**config.mk**
```make
export PLATFORM = sky130hd
export DESIGN_NAME = instr_fetch
export DESIGN_NICKNAME = d
export VERILOG_FILES = /design/src/rtl/instr_fetch.sv
export SDC_FILE = /design/constraint.sdc
export NUM_CORES = 1
export LEC_CHECK = 0
export ABC_AREA = 1
export BUFFER_PORTS_ARGS = -buffer_cell sky130_fd_sc_hd__buf_2
export CORE_UTILIZATION = 48
export CTS_BUF_LIST = sky130_fd_sc_hd__clkbuf_4 sky130_fd_sc_hd__clkbuf_8 sky130_fd_sc_hd__clkbuf_16
export CTS_CLUSTER_SIZE = 30
export DETAILED_ROUTE_END_ITERATION = 12
export GPL_ROUTABILITY_DRIVEN = 0
export PLACE_DENSITY = 0.8
export SYNTH_ARGS = -nofsm -noshare
export SYNTH_HDL_FRONTEND = slang
export SYNTH_SLANG_ARGS = --single-unit
```
**constraint.sdc**
```tcl
create_clock -name clk -period 5 [get_ports clk]
set_input_delay 0.5 -clock clk [delete_from_list [all_inputs] [get_ports clk]]
set_output_delay 0.5 -clock clk [all_outputs]
set_load 0.1 [all_outputs]
```
**src/rtl/instr_fetch.sv**
```systemverilog
// Instruction fetch unit: issues single-word reads for the PC address, captures
// the returned instruction, holds the PC while a fetch is outstanding.
module instr_fetch #(
  parameter logic [31:0] BOOT_ADDRESS   = 32'h0000_0000,
  parameter logic [31:0] RESET_INSTR    = 32'h0000_0013,
  parameter int unsigned TIMEOUT_CYCLES = 64
) (
  input  logic        clk,
  input  logic        rst,
  input  logic [31:0] pc_addr,
  input  logic        fetch_en,
  input  logic        dmem_busy,
  input  logic        bus_ack,
  input  logic [31:0] bus_rdata,
  output logic        bus_req,
  output logic [31:0] bus_addr,
  output logic        freeze_pc,
  output logic [31:0] instr,
  output logic        instr_valid,
  output logic        fetch_fault
);

  localparam int unsigned CNT_W      = (TIMEOUT_CYCLES > 1) ? $clog2(TIMEOUT_CYCLES) : 1;
  localparam bit          TIMEOUT_EN = (TIMEOUT_CYCLES != 0);
  localparam logic [CNT_W-1:0] CNT_LAST = CNT_W'(TIMEOUT_CYCLES - 1);

  typedef enum logic [1:0] {
    BOOT  = 2'd0,
    IDLE  = 2'd1,
    ISSUE = 2'd2
  } state_t;

  state_t           state;
  logic [31:0]      addr_q;
  logic [CNT_W-1:0] cnt;
  logic             misaligned_now;

  assign misaligned_now = (pc_addr[1:0] != 2'b00);

  // The request yields to data-memory traffic within the same cycle.
  assign bus_req   = (state == ISSUE) & ~dmem_busy;
  assign freeze_pc = (state != IDLE) | ~fetch_en | misaligned_now;
  assign bus_addr  = {addr_q[31:2], 2'b00};

  always_ff @(posedge clk or posedge rst) begin
    if (rst) begin
      state       <= BOOT;
      addr_q      <= BOOT_ADDRESS;
      cnt         <= '0;
      instr       <= RESET_INSTR;
      instr_valid <= 1'b0;
      fetch_fault <= 1'b0;
    end else begin
      instr_valid <= 1'b0;
      fetch_fault <= 1'b0;
      case (state)
        BOOT: begin
          addr_q <= BOOT_ADDRESS;
          cnt    <= '0;
          state  <= ISSUE;
        end
        IDLE: begin
          if (fetch_en) begin
            if (misaligned_now) begin
              instr       <= RESET_INSTR;
              instr_valid <= 1'b1;
              fetch_fault <= 1'b1;
            end else begin
              addr_q <= pc_addr;
              cnt    <= '0;
              state  <= ISSUE;
            end
          end
        end
        ISSUE: begin
          // Only granted cycles count; an ack on the limit cycle still wins.
          if (bus_req) begin
            if (bus_ack) begin
              instr       <= bus_rdata;
              instr_valid <= 1'b1;
              state       <= IDLE;
            end else if (TIMEOUT_EN && (cnt == CNT_LAST)) begin
              instr       <= RESET_INSTR;
              instr_valid <= 1'b1;
              fetch_fault <= 1'b1;
              state       <= IDLE;
            end else begin
              cnt <= cnt + 1'b1;
            end
          end
        end
        default: state <= BOOT;
      endcase
    end
  end

endmodule

```
* After elaboration in Yosys (flattened, before gate mapping)
Index checks and enable logic that the tools add are counted.
** Cells by class
- Add/sub/neg operators :: 1
- Equality and inequality tests :: 11
- Muxes and demuxes :: 30
- Bitwise gates (word level) :: 5
- Reduce and logical (&&, ||, !) cells :: 9
** Operators by type and width (count)
- $mux 32 :: 7
- $pmux 32 s2 :: 2
- $mux 6 :: 5
- $pmux 6 s3 :: 1
- $ne 2x2->1 const B :: 6
- $mux 2 :: 5
- $mux 1 :: 7
- $add 6x1->6 const B :: 1
- $eq 6x6->1 const B :: 1
- $pmux 2 s3 :: 1
- $reduce_and 6->1 :: 1
- $reduce_bool 2->1 :: 3
- $reduce_and 5->1 :: 1
- $pmux 1 s2 :: 2
- $reduce_and 4->1 :: 1
- $ne 3x2->1 const B :: 1
- $reduce_and 3->1 :: 1
- $reduce_bool 3->1 :: 1
- $eq 2x1->1 const B :: 1
- $eq 2x2->1 const B :: 1
- $logic_not 2->1 :: 1
- $ne 2x1->1 const B :: 1
- $not 1->1 :: 2
- $or 1x1->1 :: 2
- $and 1x1->1 :: 1
** Word-level totals
- Register bits after elaboration :: 74
- Input bits :: 69
- Output and inout port bits :: 68
- Logic and storage cells :: 62

* Logic depth before layout (Yosys ltp)
Gate-level depths: netlist of run 1.
- Word-level depth :: 5
- Gate-level depth with buffers :: 10
- Depth with buffers taken out :: 8

* Least setup slack after synthesis of run 1
Ideal clock, no wire load.
- Kind :: flip-flop to output port
- Start :: reg state[0]
- End :: out bus_req
- Data arrival time :: 2.111 ns
- Required time :: 4.500 ns
- Path slack :: 2.389 ns
- Stages on the path, launching flop included :: 6
- Path buffers :: 1
- Path through :: dfrtp_1 -> inv_1 -> ha_1 -> buf_4 -> inv_1 -> nor2_1
** On the way
- Word-level cells in the longest chain between the ends :: 2
** RTL lines
- from (decl) :: RTL line 33 : state_t state;
- from (signal assigned) :: RTL line 47 : state <= BOOT;
- from (signal assigned) :: RTL line 60 : state <= ISSUE;
- from (signal assigned) :: RTL line 71 : state <= ISSUE;
- $eq 2x2->1 :: RTL line 41 : assign bus_req = (state == ISSUE) & ~dmem_busy;
- $and 1x1->1 :: RTL line 41
- to (decl) :: RTL line 15 : output logic bus_req,
No other way between the ends.

* Worst setup path after layout of run 1
Ends and elaborated chain as after synthesis.

==> flow_summary_export.csv, run 1 <==
group,metric,value,unit
outcome,outcome,"finished, final reports clean",
clock_network,clk_latency,0.34,ns
layout,syn_to_final_growth,26.7,%
place,io_buffers,134,
clock_network,cts.repair.resized,0,
floorplanning,chip_width,85.5,microns
floorplanning,die_h,85.5,microns
clock_network,holdBufCountCts,0,
sta,final_tns_setup,0,ns
layout,number_of_antenna_diodes,0,
global_route,grt_antenna_before_repair,0,
synth,yosys_warnings,0,
route,first_pass_iters,6,
clock_network,cts_tree,"done",
synth,synth_async_sr_flop_share,1.00,
synth,synth_seq_cells,72,
global_route,maximum_number_of_pins_on_one_net_before_global_route_repair,73,
sta,setup_viol_count_final,0,
clock_network,h-tree-depth,3,
floorplanning,die_area,7320,sq um
critical_path,crit_path_end_kind,"output port",
route,avgRoutedWirePerCell,12.6,microns
route,finalWirelength,7260,microns
clock_network,clockRootBuffer,"sky130_fd_sc_hd__clkbuf_8",
global_route,grt_util_all_layers,0.200,
route,antenna_left,0,
sta,slew-limit-headroom,0.408,
place,post-place-cells,559,
sta,unrepaired_setup_endpoints_after_global_routing,"false",
synth,netlist_area,3350,sq um
route,drcViolationCount,0,
clock_network,cts_num_sinks,72,
synth,ys_types,25,
critical_path,worst-endpoint-arrival,2.08,ns
clock_network,cts_clk_pin_slew_worst_paths,0.07,ns
sta,layout_worst_path_cycle_share,0.516,
floorplanning,core.rowCount,30,
floorplanning,initial_utilization,0.496,
place,place_area,3980,sq um
critical_path,critical_path.startpoint_type,"flop",
floorplanning,floorplan.core_area,6760,sq um
global_route,number_of_global_route_vias_before_repair,2571,
synth,synth.area.top_cells,"sky130_fd_sc_hd__dfrtp_1 52%, sky130_fd_sc_hd__nand2_1 9.5%, sky130_fd_sc_hd__o21ai_2 8.9%, sky130_fd_sc_hd__nand3_1 5.7%, sky130_fd_sc_hd__inv_1 4.6%",
synth,syn-instance-count,364,
clock_network,post-cts-setup-buffer-count,0,
sta,finalCriticalPeriod,2.58,ns
layout,drive_above_1_share,0.402,
route,dr_total_vias,2793,
floorplanning,ios,137,
synth,yosysSeqAreaShare,0.539,
place,hpwl,5110,microns
sta,final_hold_viol_count,0,
synth,netlist.top_cell.by_area,"sky130_fd_sc_hd__dfrtp_1",
synth,syn-mean-instance-area,9.20,sq um
route,vias_per_cell,4.86,
sta,worst_slew_pin_slew,0.887,ns
job,maxCapViolCount,0,
worst_hold_path,hp-class,"in2reg",
clock_network,cts_inserted_buffers,9,
layout,finish.instance_area,4240,sq um
synth,synth_edf_count,0,
synth,netlist_top_cells_count,"85 x sky130_fd_sc_hd__nand2_1, 69 x sky130_fd_sc_hd__dfrtp_1, 41 x sky130_fd_sc_hd__inv_1, 38 x sky130_fd_sc_hd__nand3_1, 34 x sky130_fd_sc_hd__o21ai_2",
synth,synth_top_area_share,0.516,
clock_network,clock_tree.buffer_depth,2,
critical_path,critical_path_type,"reg2out",
critical_path,cp_max_fo,10,
sta,max_clock_freq,388,MHz
sta,report.final.slew_viol_count,0,
sta,fin_skew,0.0126,ns
synth,synthMostInstantiatedCell,"sky130_fd_sc_hd__nand2_1",
synth,postSynth.topFlopCell,"sky130_fd_sc_hd__dfrtp_1",
route,drt_iter0_markers,96,
layout,final_nets,564,
global_route,grt_remaining_overflow,0,
layout,final_cells,575,
global_route,grt_first_pass_wirelength,11600,microns
critical_path,cp.required,4.50,ns
## path summary, 6_finish.rpt
| check | startpoint | end | slack (ns) | cells after the start |
|---|---|---|---|---|
| max in group asynchronous | rst | addr_q[23] | 4.00 | 3 |
| hold / removal | pc_addr[24] | addr_q[24] | 0.41 | 3 |
| setup / recovery | state[0] | bus_req | 2.42 | 5 |
| hold reg to reg | instr[1] | instr[1] | 0.48 | 2 |
| setup reg to reg | state[1] | instr[29] | 2.53 | 8 |
| min in group asynchronous | rst | addr_q[14] | 0.43 | 3 |
## registers in the layout (all words and copies together) (netlist names)
| signal | count |
|---|---|
| state | 2 |
| instr | 32 |
| instr_valid | 1 |
| addr_q | 30 |
| cnt | 6 |
| fetch_fault | 1 |
## placed cells by master, fill, tap and decap left out, drive strengths merged
cell and instances:
inv 42, or2 3, bufinv 3, conb 2, ha 5, clkinv 1
clkbuf 12, nor2 14, dfstp 3, nand4 1, nand3b 1, o21ai 73
buf 137, xnor2 1, nand3 40, nor3 1, nand2 85, a21oi 2
dfrtp 69
## metrics by stage
stage / hold slack [ns] / util / setup slack, ns
after floorplan: 0.496 / - / 2.39
after global placement: 0.460 / 0.589 / 2.64
after detailed placement: 0.463 / 0.589 / 2.53
after CTS: 0.396 / 0.628 / 2.42
after global routing: 0.395 / 0.628 / 2.30
final: 0.407 / 0.628 / 2.42
## logic make-up after synthesis
family,after synthesis,share of synthesized area
AO/OA/AOI/OAI,75,0.150
buffers and inverters,65,0.0971
adder cells (fa/ha/maj),5,0.0187
other,1,0.00112
flip-flops,72,0.539
XOR/XNOR,1,0.00262
AND/OR/NAND/NOR,145,0.191
## area by class of cell
| type | count | area (sq um) |
|---|---|---|
| clock inverters | 4 | 98.8 |
| well taps | 80 | 100 |
| flip-flops and latches | 72 | 1810 |
| multi-input cells | 228 | 1220 |
| clock buffers | 12 | 165 |
| repair buffers | 137 | 693 |
| fillers | 587 | 2510 |
| inverters | 42 | 158 |
## routing by layer
layer	vias to the layer above	wire (microns)	GRT usage
met5	-	0	0
met4	0	56	0.0515
met3	6	538	0.0568
met2	115	3480	0.337
met1	1255	3190	0.256
li1	1417	-	-
## worst max-delay path, cell delays in order (launching register included)
cell,delay [ns]
sky130_fd_sc_hd__dfrtp_1,0.42
sky130_fd_sc_hd__inv_1,0.10
sky130_fd_sc_hd__ha_1,0.37
sky130_fd_sc_hd__inv_1,0.15
sky130_fd_sc_hd__nor2_1,0.23
sky130_fd_sc_hd__buf_2,0.48
Power of run 1 is left out: the tool's default activity adds up to more than one toggle a clock period on the data nets, which glitch-free logic cannot reach.
==> run 2, diff against run 1 <==
Settings changed: ABC_AREA 1 to 0, CORE_UTILIZATION 48 to 42, PLACE_DENSITY 0.8 to 0.76.
Clock period 5 ns to 2.3 ns, I/O delays scaled along.
==> run 2 against run 1 <==
- clock-buffer cell count fell by 2
- register-to-register slack got worse by 2.2 ns
- critical path depth rose by 1
- cell count fell by 9.9%
- final area fell by 5.0%
- worst hold slack got worse by 0.33 ns
- global-route usage fell by 0.88 points
- via count fell by 9.8%
- area after synthesis fell by 10%
- sequential share of layout area rose by 2.2 points
- first-iteration DRC count rose by 10%
==> flow_summary_export.csv, run 2 <==
group,metric,value,unit
floorplanning,ios,137,
outcome,outcome,"finished, final reports clean",
floorplanning,die_area,7490,sq um
layout,syn_to_final_growth,34.3,%
critical_path,path_delay_family,"buffers and inverters",
place,hpwl,4980,microns
layout,top_register_by_number_of_flip_flops,"instr",
sta,slew-limit-headroom,0.634,
clock_network,cts_num_sinks,72,
critical_path,cp.required,2.07,ns
clock_network,post-cts-setup-buffer-count,0,
synth,ys_types,35,
synth,synth_edf_count,0,
critical_path,worstPathCellList,"inv_1 -> ha_1 -> buf_4 -> nand2b_1 -> inv_1 -> clkbuf_4",
critical_path,critPathMaxStageDelay,0.42,ns
synth,yosys_warnings,0,
sta,final_hold_viol_count,0,
sta,final_tns_setup,0,ns
critical_path,crit_path_frequent_cell,"sky130_fd_sc_hd__inv_1",
clock_network,cts_tree,"done",
route,finalWirelength,6870,microns
sta,setup_viol_count_final,0,
global_route,number_of_global_route_vias_before_repair,2431,
sta,fin_skew,0.0140,ns
route,first_pass_iters,4,
clock_network,clock_tree.buffer_depth,2,
synth,netlist_area,3000,sq um
layout,filler_cell_count,617,
route,drt_iter0_markers,106,
sta,report.final.slew_viol_count,0,
critical_path,crit_buf_inv,4,
clock_network,clockRootBuffer,"sky130_fd_sc_hd__clkbuf_8",
global_route,grt_first_pass_wirelength,11200,microns
place,place_area,3810,sq um
layout,finish.instance_area,4030,sq um
synth,synthMostInstantiatedCell,"sky130_fd_sc_hd__dfrtp_1",
job,maxCapViolCount,0,
clock_network,clk_latency,0.35,ns
synth,synth_seq_cells,72,
layout,reg.largest.list,"instr (32), addr_q (30), cnt (6)",
synth,netlist_top_cells_count,"69 x sky130_fd_sc_hd__dfrtp_1, 65 x sky130_fd_sc_hd__nand2_1, 33 x sky130_fd_sc_hd__o21ai_0, 29 x sky130_fd_sc_hd__a22o_1, 11 x sky130_fd_sc_hd__inv_1",
sta,worst_slew_pin_slew,0.549,ns
synth,synth_async_sr_flop_share,1.00,
clock_network,cts_clk_pin_slew_worst_paths,0.08,ns
floorplanning,die_h,86.6,microns
layout,drive_above_1_share,0.403,
critical_path,critical_path_type,"reg2out",
clock_network,h-tree-depth,3,
worst_hold_path,hp-class,"in2reg",
critical_path,critical_path.startpoint_type,"flop",
route,drcViolationCount,0,
critical_path,worst_path_max_delay_cell,"sky130_fd_sc_hd__dfrtp_1",
synth,postSynth.topFlopCell,"sky130_fd_sc_hd__dfrtp_1",
sta,unrepaired_setup_endpoints_after_global_routing,"false",
route,antenna_left,0,
layout,leading_cell_type_in_the_layout_fill_and_taps_excluded,"sky130_fd_sc_hd__buf_2",
route,dr_total_vias,2520,
synth,yosysSeqAreaShare,0.601,
global_route,grt_antenna_before_repair,0,
place,io_buffers,134,
clock_network,cts_inserted_buffers,9,
synth,syn-instance-count,281,
layout,mostFrequentLayoutCells,"133 x sky130_fd_sc_hd__buf_2, 69 x sky130_fd_sc_hd__dfrtp_1, 65 x sky130_fd_sc_hd__nand2_1",
floorplanning,core.rowCount,30,
global_route,maximum_number_of_pins_on_one_net_before_global_route_repair,61,
critical_path,cp_max_fo,11,
synth,synth.area.top_cells,"sky130_fd_sc_hd__dfrtp_1 57%, sky130_fd_sc_hd__a22o_1 8.5%, sky130_fd_sc_hd__nand2_1 8.1%, sky130_fd_sc_hd__o21ai_0 5.5%, sky130_fd_sc_hd__dfstp_2 2.6%",
global_route,grt_util_all_layers,0.192,
route,avgRoutedWirePerCell,13.3,microns
route,vias_per_cell,4.86,
sta,finalCriticalPeriod,2.12,ns
sta,layout_worst_path_cycle_share,0.920,
synth,netlist.top_cell.by_area,"sky130_fd_sc_hd__dfrtp_1",
synth,synth_top_area_share,0.575,
sta,timing.final.ws_setup,0.184,ns
critical_path,worst-endpoint-arrival,1.89,ns
layout,number_of_antenna_diodes,0,
layout,largest_register_ffs,32,
sta,timing.hold.ws,0.0781,ns
layout,final_nets,491,
global_route,grt_remaining_overflow,0,
critical_path,crit_path_end_kind,"output port",
sta,max_clock_freq,473,MHz
floorplanning,floorplan.core_area,6830,sq um
floorplanning,initial_utilization,0.440,
place,dp_worst_setup_slack,0.334,ns
floorplanning,chip_width,86.6,microns
synth,syn-mean-instance-area,10.7,sq um
[run 2: changes by cell type after synthesis, moves of 26 or more]
cell | before | now
sky130_fd_sc_hd__a22o_1 | 0 | 29
sky130_fd_sc_hd__inv_1 | 41 | 11
sky130_fd_sc_hd__o21ai_2 | 34 | 0
sky130_fd_sc_hd__nand3_1 | 38 | 5
sky130_fd_sc_hd__o21ai_1 | 26 | 0
[run 2: cells by family (layout without fill, tap and decap cells)]
group	Yosys count	after routing	share of synthesized area
simple gates	87	87	0.128
compound gates	83	83	0.195
flops	72	72	0.601
buf+inv	30	170	0.0429
fa+ha+maj	5	5	0.0208
mux	3	3	0.0104
other cells	1	2	0.00125
[run 2: worst paths after layout]
path	cells after the start	slack (ns)	from	to
hold / removal	3	0.08	bus_rdata[0]	instr[0]
setup / recovery	6	0.18	state[0]	bus_req
min in group asynchronous	3	0.48	rst	instr[21]
hold reg to reg	2	0.48	addr_q[4]	addr_q[4]
setup reg to reg	7	0.32	state[0]	cnt[5]
max in group asynchronous	4	1.07	rst	instr[24]
[run 2: area by class of cell]
| cell class | count | area, sq um | share of cell area |
|---|---|---|---|
| inverters | 11 | 41.3 | 0.0102 |
| multi-input cells | 180 | 1090 | 0.270 |
| repair buffers | 143 | 772 | 0.191 |
| clock inverters | 6 | 66.3 | 0.0164 |
| well taps | 96 | 120 | 0.0298 |
| clock buffers | 10 | 138 | 0.0341 |
| flip-flops and latches | 72 | 1810 | 0.448 |
[run 2: worst min-delay path: stages]
cell	delay, ns
sky130_fd_sc_hd__buf_2	0.10
sky130_fd_sc_hd__inv_1	0.04
sky130_fd_sc_hd__a22oi_1	0.06
[run 2: per-layer routing]
layer,vias to the layer above,global-route usage,part of all wire
met5,-,0,0
met4,0,0.0970,0.020
met3,13,0.0267,0.044
met2,78,0.311,0.48
met1,1185,0.253,0.45
li1,1244,-,-
[run 2: repair_timing]
| action | 4_1_cts | 5_1_grt |
|---|---|---|
| resized for setup | 0 | 2 |
| hold buffers | 1 | 0 |
| endpoints found under the setup margin | 0 | 2 |
| hold endpoints to repair | 20 | 0 |
[run 2: metrics by stage]
step / cells / utilization
after floorplan: 282 / -
after global placement: 501 / 0.558
after detailed placement: 501 / 0.558
after CTS: 518 / 0.589
after global routing: 518 / 0.590
final: 518 / 0.590
Power of run 2 is left out for the same reason.
